File: src/rtl/filt_ppi_pkg.sv
// Shared types and helpers for the polyphase interpolation FIR and its scheduler.
// The commutator map lives here so the filter and scheduler cannot disagree on bank order.
package filt_ppi_pkg;

  typedef enum logic [1:0] {
    IDLE = 2'd0,
    SYNC = 2'd1,
    RUN  = 2'd2
  } sched_state_t;

  function automatic int unsigned f_ceil_div(input int unsigned num, input int unsigned den);
    return (num + den - 1) / den;
  endfunction

  // Operands stay below 2*L, so a single conditional subtract is the full modulo.
  function automatic int unsigned f_phase_map(
    input int unsigned cnt,
    input int unsigned l,
    input int unsigned ofs,
    input logic        ccw
  );
    int unsigned s;
    s = ccw ? (cnt + ofs) : (ofs + l - cnt);
    if (s >= l) s = s - l;
    return s;
  endfunction

endpackage

File: src/rtl/filt_ppi_phase_cnt.sv
// Mod-L phase counter with commutator direction/offset mapping.
// Clear has priority over advance so the counter parks at 0 outside RUN.
module filt_ppi_phase_cnt
  import filt_ppi_pkg::*;
#(
  parameter int gp_interpolation_factor = 4,
  parameter int gp_comm_ccw             = 1,
  parameter int gp_comm_phase           = 0
) (
  input  logic                                       i_clk,
  input  logic                                       i_rst_an,
  input  logic                                       i_clr,
  input  logic                                       i_adv,
  output logic [$clog2(gp_interpolation_factor)-1:0] o_cnt,
  output logic [$clog2(gp_interpolation_factor)-1:0] o_phase
);

  localparam int L  = gp_interpolation_factor;
  localparam int PW = $clog2(L);

  logic [PW-1:0] r_cnt;
  logic          w_wrap;

  assign w_wrap = (r_cnt == PW'(L - 1));

  always_ff @(posedge i_clk or negedge i_rst_an) begin
    if (!i_rst_an) begin
      r_cnt <= '0;
    end else if (i_clr) begin
      r_cnt <= '0;
    end else if (i_adv) begin
      r_cnt <= w_wrap ? '0 : r_cnt + PW'(1);
    end
  end

  assign o_cnt   = r_cnt;
  assign o_phase = PW'(f_phase_map(32'(r_cnt), L, gp_comm_phase, gp_comm_ccw != 0));

endmodule

File: src/rtl/filt_ppi_sched.sv
// Output-rate scheduler for filt_ppi: one input slot per L fast cycles, load strobe,
// commutator phase, warm-up (ovalid) and sticky underflow tracking.
module filt_ppi_sched
  import filt_ppi_pkg::*;
#(
  parameter int gp_idata_width          = 16,
  parameter int gp_interpolation_factor = 4,
  parameter int gp_coeff_length         = 32,
  parameter int gp_comm_ccw             = 1,
  parameter int gp_comm_phase           = 0
) (
  input  logic                                       i_clk,
  input  logic                                       i_rst_an,
  input  logic                                       i_ena,
  input  logic                                       i_valid,
  input  logic [gp_idata_width-1:0]                  i_data,
  input  logic                                       i_clr_flag,
  output logic                                       o_ready,
  output logic [gp_idata_width-1:0]                  o_data,
  output logic                                       o_load,
  output logic [$clog2(gp_interpolation_factor)-1:0] o_phase,
  output logic                                       o_ovalid,
  output logic                                       o_underflow,
  output logic [1:0]                                 o_dbg_state
);

  // Handshake: a sample transfers on a rising i_clk edge where i_valid && o_ready
  // (and i_ena). o_ready depends only on registered state, never on i_valid.

  localparam int          L   = gp_interpolation_factor;
  localparam int          PW  = $clog2(L);
  localparam int unsigned T   = f_ceil_div(gp_coeff_length, L);
  localparam int          LCW = $clog2(T + 1);

  sched_state_t              r_state;
  logic [gp_idata_width-1:0] r_data;
  logic                      r_load;
  logic                      r_ovalid;
  logic                      r_underflow;
  logic [LCW-1:0]            r_load_cnt;

  logic [PW-1:0]  w_cnt;
  logic [PW-1:0]  w_phase;
  logic           w_run;
  logic           w_sync;
  logic           w_ready;
  logic           w_slot;
  logic           w_load_nxt;
  logic           w_uflow_set;
  logic           w_cnt_clr;
  logic           w_cnt_adv;
  logic [LCW-1:0] w_load_cnt_nxt;

  assign w_run  = (r_state == RUN);
  assign w_sync = (r_state == SYNC);

  filt_ppi_phase_cnt #(
    .gp_interpolation_factor (L),
    .gp_comm_ccw             (gp_comm_ccw),
    .gp_comm_phase           (gp_comm_phase)
  ) u_phase_cnt (
    .i_clk    (i_clk),
    .i_rst_an (i_rst_an),
    .i_clr    (w_cnt_clr),
    .i_adv    (w_cnt_adv),
    .o_cnt    (w_cnt),
    .o_phase  (w_phase)
  );

  // Dropping i_ena also clears the counter so IDLE starts from phase offset next cycle.
  assign w_cnt_adv = i_ena && w_run;
  assign w_cnt_clr = !w_cnt_adv;

  assign w_ready = w_sync || (w_run && (w_cnt == PW'(L - 1)));
  assign w_slot  = w_ready && i_ena;

  // In RUN every slot loads (zero-stuffed if empty); in SYNC only a real sample loads.
  assign w_load_nxt  = w_slot && (i_valid || w_run);
  assign w_uflow_set = w_slot && w_run && !i_valid;

  assign w_load_cnt_nxt = (w_load_nxt && (r_load_cnt != LCW'(T))) ?
                          r_load_cnt + LCW'(1) : r_load_cnt;

  always_ff @(posedge i_clk or negedge i_rst_an) begin
    if (!i_rst_an) begin
      r_state     <= IDLE;
      r_data      <= '0;
      r_load      <= 1'b0;
      r_ovalid    <= 1'b0;
      r_underflow <= 1'b0;
      r_load_cnt  <= '0;
    end else begin
      // Sticky flag survives leaving RUN; a new underflow beats a same-cycle clear.
      if (w_uflow_set) begin
        r_underflow <= 1'b1;
      end else if (i_clr_flag) begin
        r_underflow <= 1'b0;
      end

      if (!i_ena) begin
        r_state    <= IDLE;
        r_data     <= '0;
        r_load     <= 1'b0;
        r_ovalid   <= 1'b0;
        r_load_cnt <= '0;
      end else begin
        case (r_state)
          IDLE:    r_state <= SYNC;
          SYNC:    if (i_valid) r_state <= RUN;
          RUN:     r_state <= RUN;
          default: r_state <= IDLE;
        endcase

        r_load <= w_load_nxt;
        if (w_load_nxt) begin
          r_data <= i_valid ? i_data : '0;
        end
        r_load_cnt <= w_load_cnt_nxt;
        r_ovalid   <= (w_load_cnt_nxt == LCW'(T));
      end
    end
  end

  assign o_ready     = w_ready;
  assign o_data      = r_data;
  assign o_load      = r_load;
  assign o_phase     = w_phase;
  assign o_ovalid    = r_ovalid;
  assign o_underflow = r_underflow;
  assign o_dbg_state = r_state;

endmodule

File: config.mk
export PLATFORM = sky130hd
export DESIGN_NAME = filt_ppi_sched
export DESIGN_NICKNAME = d
export VERILOG_FILES = /design/src/rtl/filt_ppi_pkg.sv /design/src/rtl/filt_ppi_phase_cnt.sv /design/src/rtl/filt_ppi_sched.sv
export SDC_FILE = /design/constraint.sdc
export NUM_CORES = 1
export LEC_CHECK = 0
export ABC_AREA = 1
export CAP_MARGIN = 20
export CELL_PAD_IN_SITES_DETAIL_PLACEMENT = 1
export CELL_PAD_IN_SITES_GLOBAL_PLACEMENT = 1
export CORE_ASPECT_RATIO = 0.6
export CORE_MARGIN = 1
export CORE_UTILIZATION = 47
export DETAILED_ROUTE_END_ITERATION = 12
export DONT_BUFFER_PORTS = 1
export PLACE_DENSITY_LB_ADDON = 0.1
export SLEW_MARGIN = 20
export SYNTH_ARGS = -nofsm -noshare
export SYNTH_HDL_FRONTEND = slang
export SYNTH_SLANG_ARGS = --single-unit
File: constraint.sdc
create_clock -name i_clk -period 4.1 [get_ports i_clk]
set_input_delay 0.41 -clock i_clk [delete_from_list [all_inputs] [get_ports i_clk]]
set_output_delay 0.41 -clock i_clk [all_outputs]
set_load 0.01 [all_outputs]
==> key figures <==
Setup path
  • WP data required: 4.31 ns
  • Crit. End Element: flip-flop
  • Setup crit start kind: flip-flop
  • Worst-case reg-to-reg path depth: 8
  • Worst Setup EP: o_ovalid
  • Crit path from: o_dbg_state[0]
  • CP Class: flip-flop to flip-flop
  • R2R Setup Slk: 2.17 ns
  • CP arrival: approximately 2.1 ns
  • Crit-path max FO: 28
  • Worst r2r src: o_dbg_state[0]
  • Crit Reg-Reg Endpoint: o_ovalid

Synthesis
  • Sequential share of the synthesized area: 54.6%
  • Post-synth ARST share: 100%
  • Synth top area share: 54.6%
  • Simple-gate share of the synthesized area: 20.9%
  • Count leader, synth: dfrtp_1
  • Post-synthesis mux area share: 0%
  • Dominant synthesized flop cell: dfrtp_1
  • Top cells by area, synth: dfrtp_1, nand3_1, nand2_1
  • Flops & latches, synth: 27
  • Synth area leader: dfrtp_1
  • Post-synth EDFFs: 0
  • Cell variety after synth: 16
  • Largest family of logic cells by synthesized area: simple AND/OR/NAND/NOR gates
  • Syn avg cell area: 8.90 µm²
  • Adder-Cell Fraction of Synth Area: ~6.1%
  • Synth Area in XOR/XNOR: about 1.4%
  • Synthesized instance count: 139
  • Syn. warnings: 0
  • Synth Area in Compound Gates: 8.80%
  • Post-synthesis cell area: 0.00124 mm²
  • Syn nets: ~170
  • Commonest cells in the synthesized netlist: dfrtp_1, nand3_1, nand2_1, inv_1, o21ai_0

Global routing
  • First-pass GRT wire length: 4740 µm
  • Largest net degree at the start of global routing: 29
  • Antenna violations before repair: 0
  • Global-route usage over all layers: 23.5%
  • Number of global-route vias before repair: 950
  • Total congestion overflow: 0

Clocking
  • Post-CTS setup buffer count: 0
  • Clk_lat worst skew: 0.27 ns
  • Num CTS Buffers: 3
  • Root Buffer: clkbuf_8
  • Post-CTS resize count: 0
  • Max clock buf depth: 2
  • CTS H-tree depth: 1
  • CTS tree: built
  • Clk sinks: 27
  • Clock transition at path regs: 0.09 ns

Power and ir drop
  • Switch Pwr: 222 µW
  • Pwr Density: 480 mW/mm²
  • Sequential Power Share: 54.7%
  • Clk pwr share: 23.3%
  • Combinational cell fraction of total power: 22.0%
  • Max rail drop VDD: 258 µV
  • Pint: 415 µW
  • Leak: about 0.0007 µW
  • Switching fraction of total power: about a third

Placement
  • I/O Buffers: 0
  • Pre-CTS setup slack: 2.19 ns
  • HPWL after DPL: ~2200 µm
  • Placed inst area: between 0.001 and 0.0015 mm²
  • Global placer's final weighted congestion: between 0.7 and 0.8

Finish
  • Util after Layout: 57.1%
  • Fillcell total: 274
  • ANT cells: 0
  • Synth-to-layout area growth: 7.38%
  • # nets final: 168
  • Fin area: between 0.001 and 0.0015 mm²
  • Layout cells sized above 1: roughly 5.7%

Floorplan
  • Chip height: 41.7 µm
  • Core area: 0.00233 mm²
  • Boundary Pins: 45
  • DIE AREA: 0.00285 mm²
  • Rows: 13
  • Starting Density: 53.2%
  • Die W: 68.2 µm

Routing
  • Detailed-route DRC error count: 0
  • Routed via count: 935
  • WL per Instance: 17.8 µm
  • ANT nets after route: 0
  • First DRT Iteration DRCs: about 50
  • TritonRoute pass-1 iters: 4
  • Mean number of vias per cell: 5.50
  • WL final: around 3000 µm

Timing
  • Post-route clock period utilization: 47.1%
  • Relative slew margins: 69.5%
  • Final hold slack: 0.242 ns
  • Skew final: 0.00596 ns
  • RSZ-0062 raised after global routing: no
  • Final TNS setup: 0 ns
  • Worst setup margin: approximately 2.2 ns
  • Max-slew violation count: 0
  • Final setup fails: 0
  • Hold Fails Final Rpt: 0
  • Fmax: 518 MHz
  • Slew @ Worst Pin: 0.456 ns
  • Tmin final: 1.93 ns

Outcome
  • Status: completed

Run
  • Max-cap violations: 0

Hold path
  • Hold Path Class: primary input to flip-flop
-- worst max-delay path, stage by stage (launching register included) --
cell,delay (ns)
dfrtp_1,0.44
inv_1,0.13
ha_1,0.20
nand2_1,0.06
nand2_1,0.26
nand2_2,0.36
a21oi_2,0.25
nand3_1,0.09
nor2_1,0.08
-- flip-flops by register name, summed over array words and instances (netlist names) --
name	cells
o_ovalid	1
o_load	1
o_underflow	1
o_data	16
u_phase_cnt.o_cnt	2
o_dbg_state	2
r_load_cnt	4
-- area by class of cell --
class	instances	area (µm²)	share of cell area (%)
multi-input cells	86	460	34.7
inverters	21	78.8	5.93
clock inverters	1	5.00	0.377
repair buffers	2	30.0	2.26
clock buffers	3	41.3	3.11
flip-flops and latches	27	676	50.8
well taps	30	37.5	2.82
-- how the worst min path moves through the flow --
stage                           from  cells past startpoint  slack, ns          end
after floorplan             i_rst_an                      0       0.11    o_data[0]
after global placement      i_rst_an                      0       0.11    o_data[3]
after global routing      i_clr_flag                      1       0.23  o_underflow
final                     i_clr_flag                      1       0.24  o_underflow
after CTS                 i_clr_flag                      1       0.24  o_underflow
after detailed placement    i_rst_an                      0       0.11   o_data[14]
-- metal layers --
metal	track usage (%)	share of wire [%]
met5	0	0
met4	7.08	1.5
met3	10.2	7.4
met2	38.4	50
met1	27.4	41
-- kinds of logic (layout without fill, tap and decap cells) --
logic type / after synthesis / in the layout
DFF: 27 / 27
buffers and inverters: 26 / 27
xor gates and xnor gates: 2 / 2
adders and majority gates: 6 / 6
and+or+nand+nor: 57 / 57
AOI/OAI and AO/OA: 21 / 21
-- metrics by stage --
stage | power, µW | instances
after global routing | 681 | 170
after CTS | 641 | 170
after floorplan | 450 | 139
after global placement | 469 | 164
after detailed placement | 485 | 164
final | 637 | 170
-- power by group through the flow --
stage          Sequential, µW  Clock (µW)  Combinational, µW
2_1_floorplan             344           0                106
3_3_place_gp              351           0                118
3_5_place_dp              354           0                131
4_1_cts                   348         153                140
5_1_grt                   354         164                163
6_report                  349         148                140
-- cells in the final DEF, fill, tap and decap left out, drive strengths merged --
cell,instances
ha,6
dfrtp,27
nand3,25
inv,21
dlygate4sd3,1
xor2,2
clkbuf,3
nand4,3
nor2,4
buf,1
a21oi,2
clkinv,1
nand2,24
o21ai,19
nor3,1
-- repair_timing --
action,in CTS,in global routing
setup endpoints to repair,0,0
hold endpoints to repair,27,0
hold buffers,2,0
No activity file was read; power rests on OpenSTA's default activity.
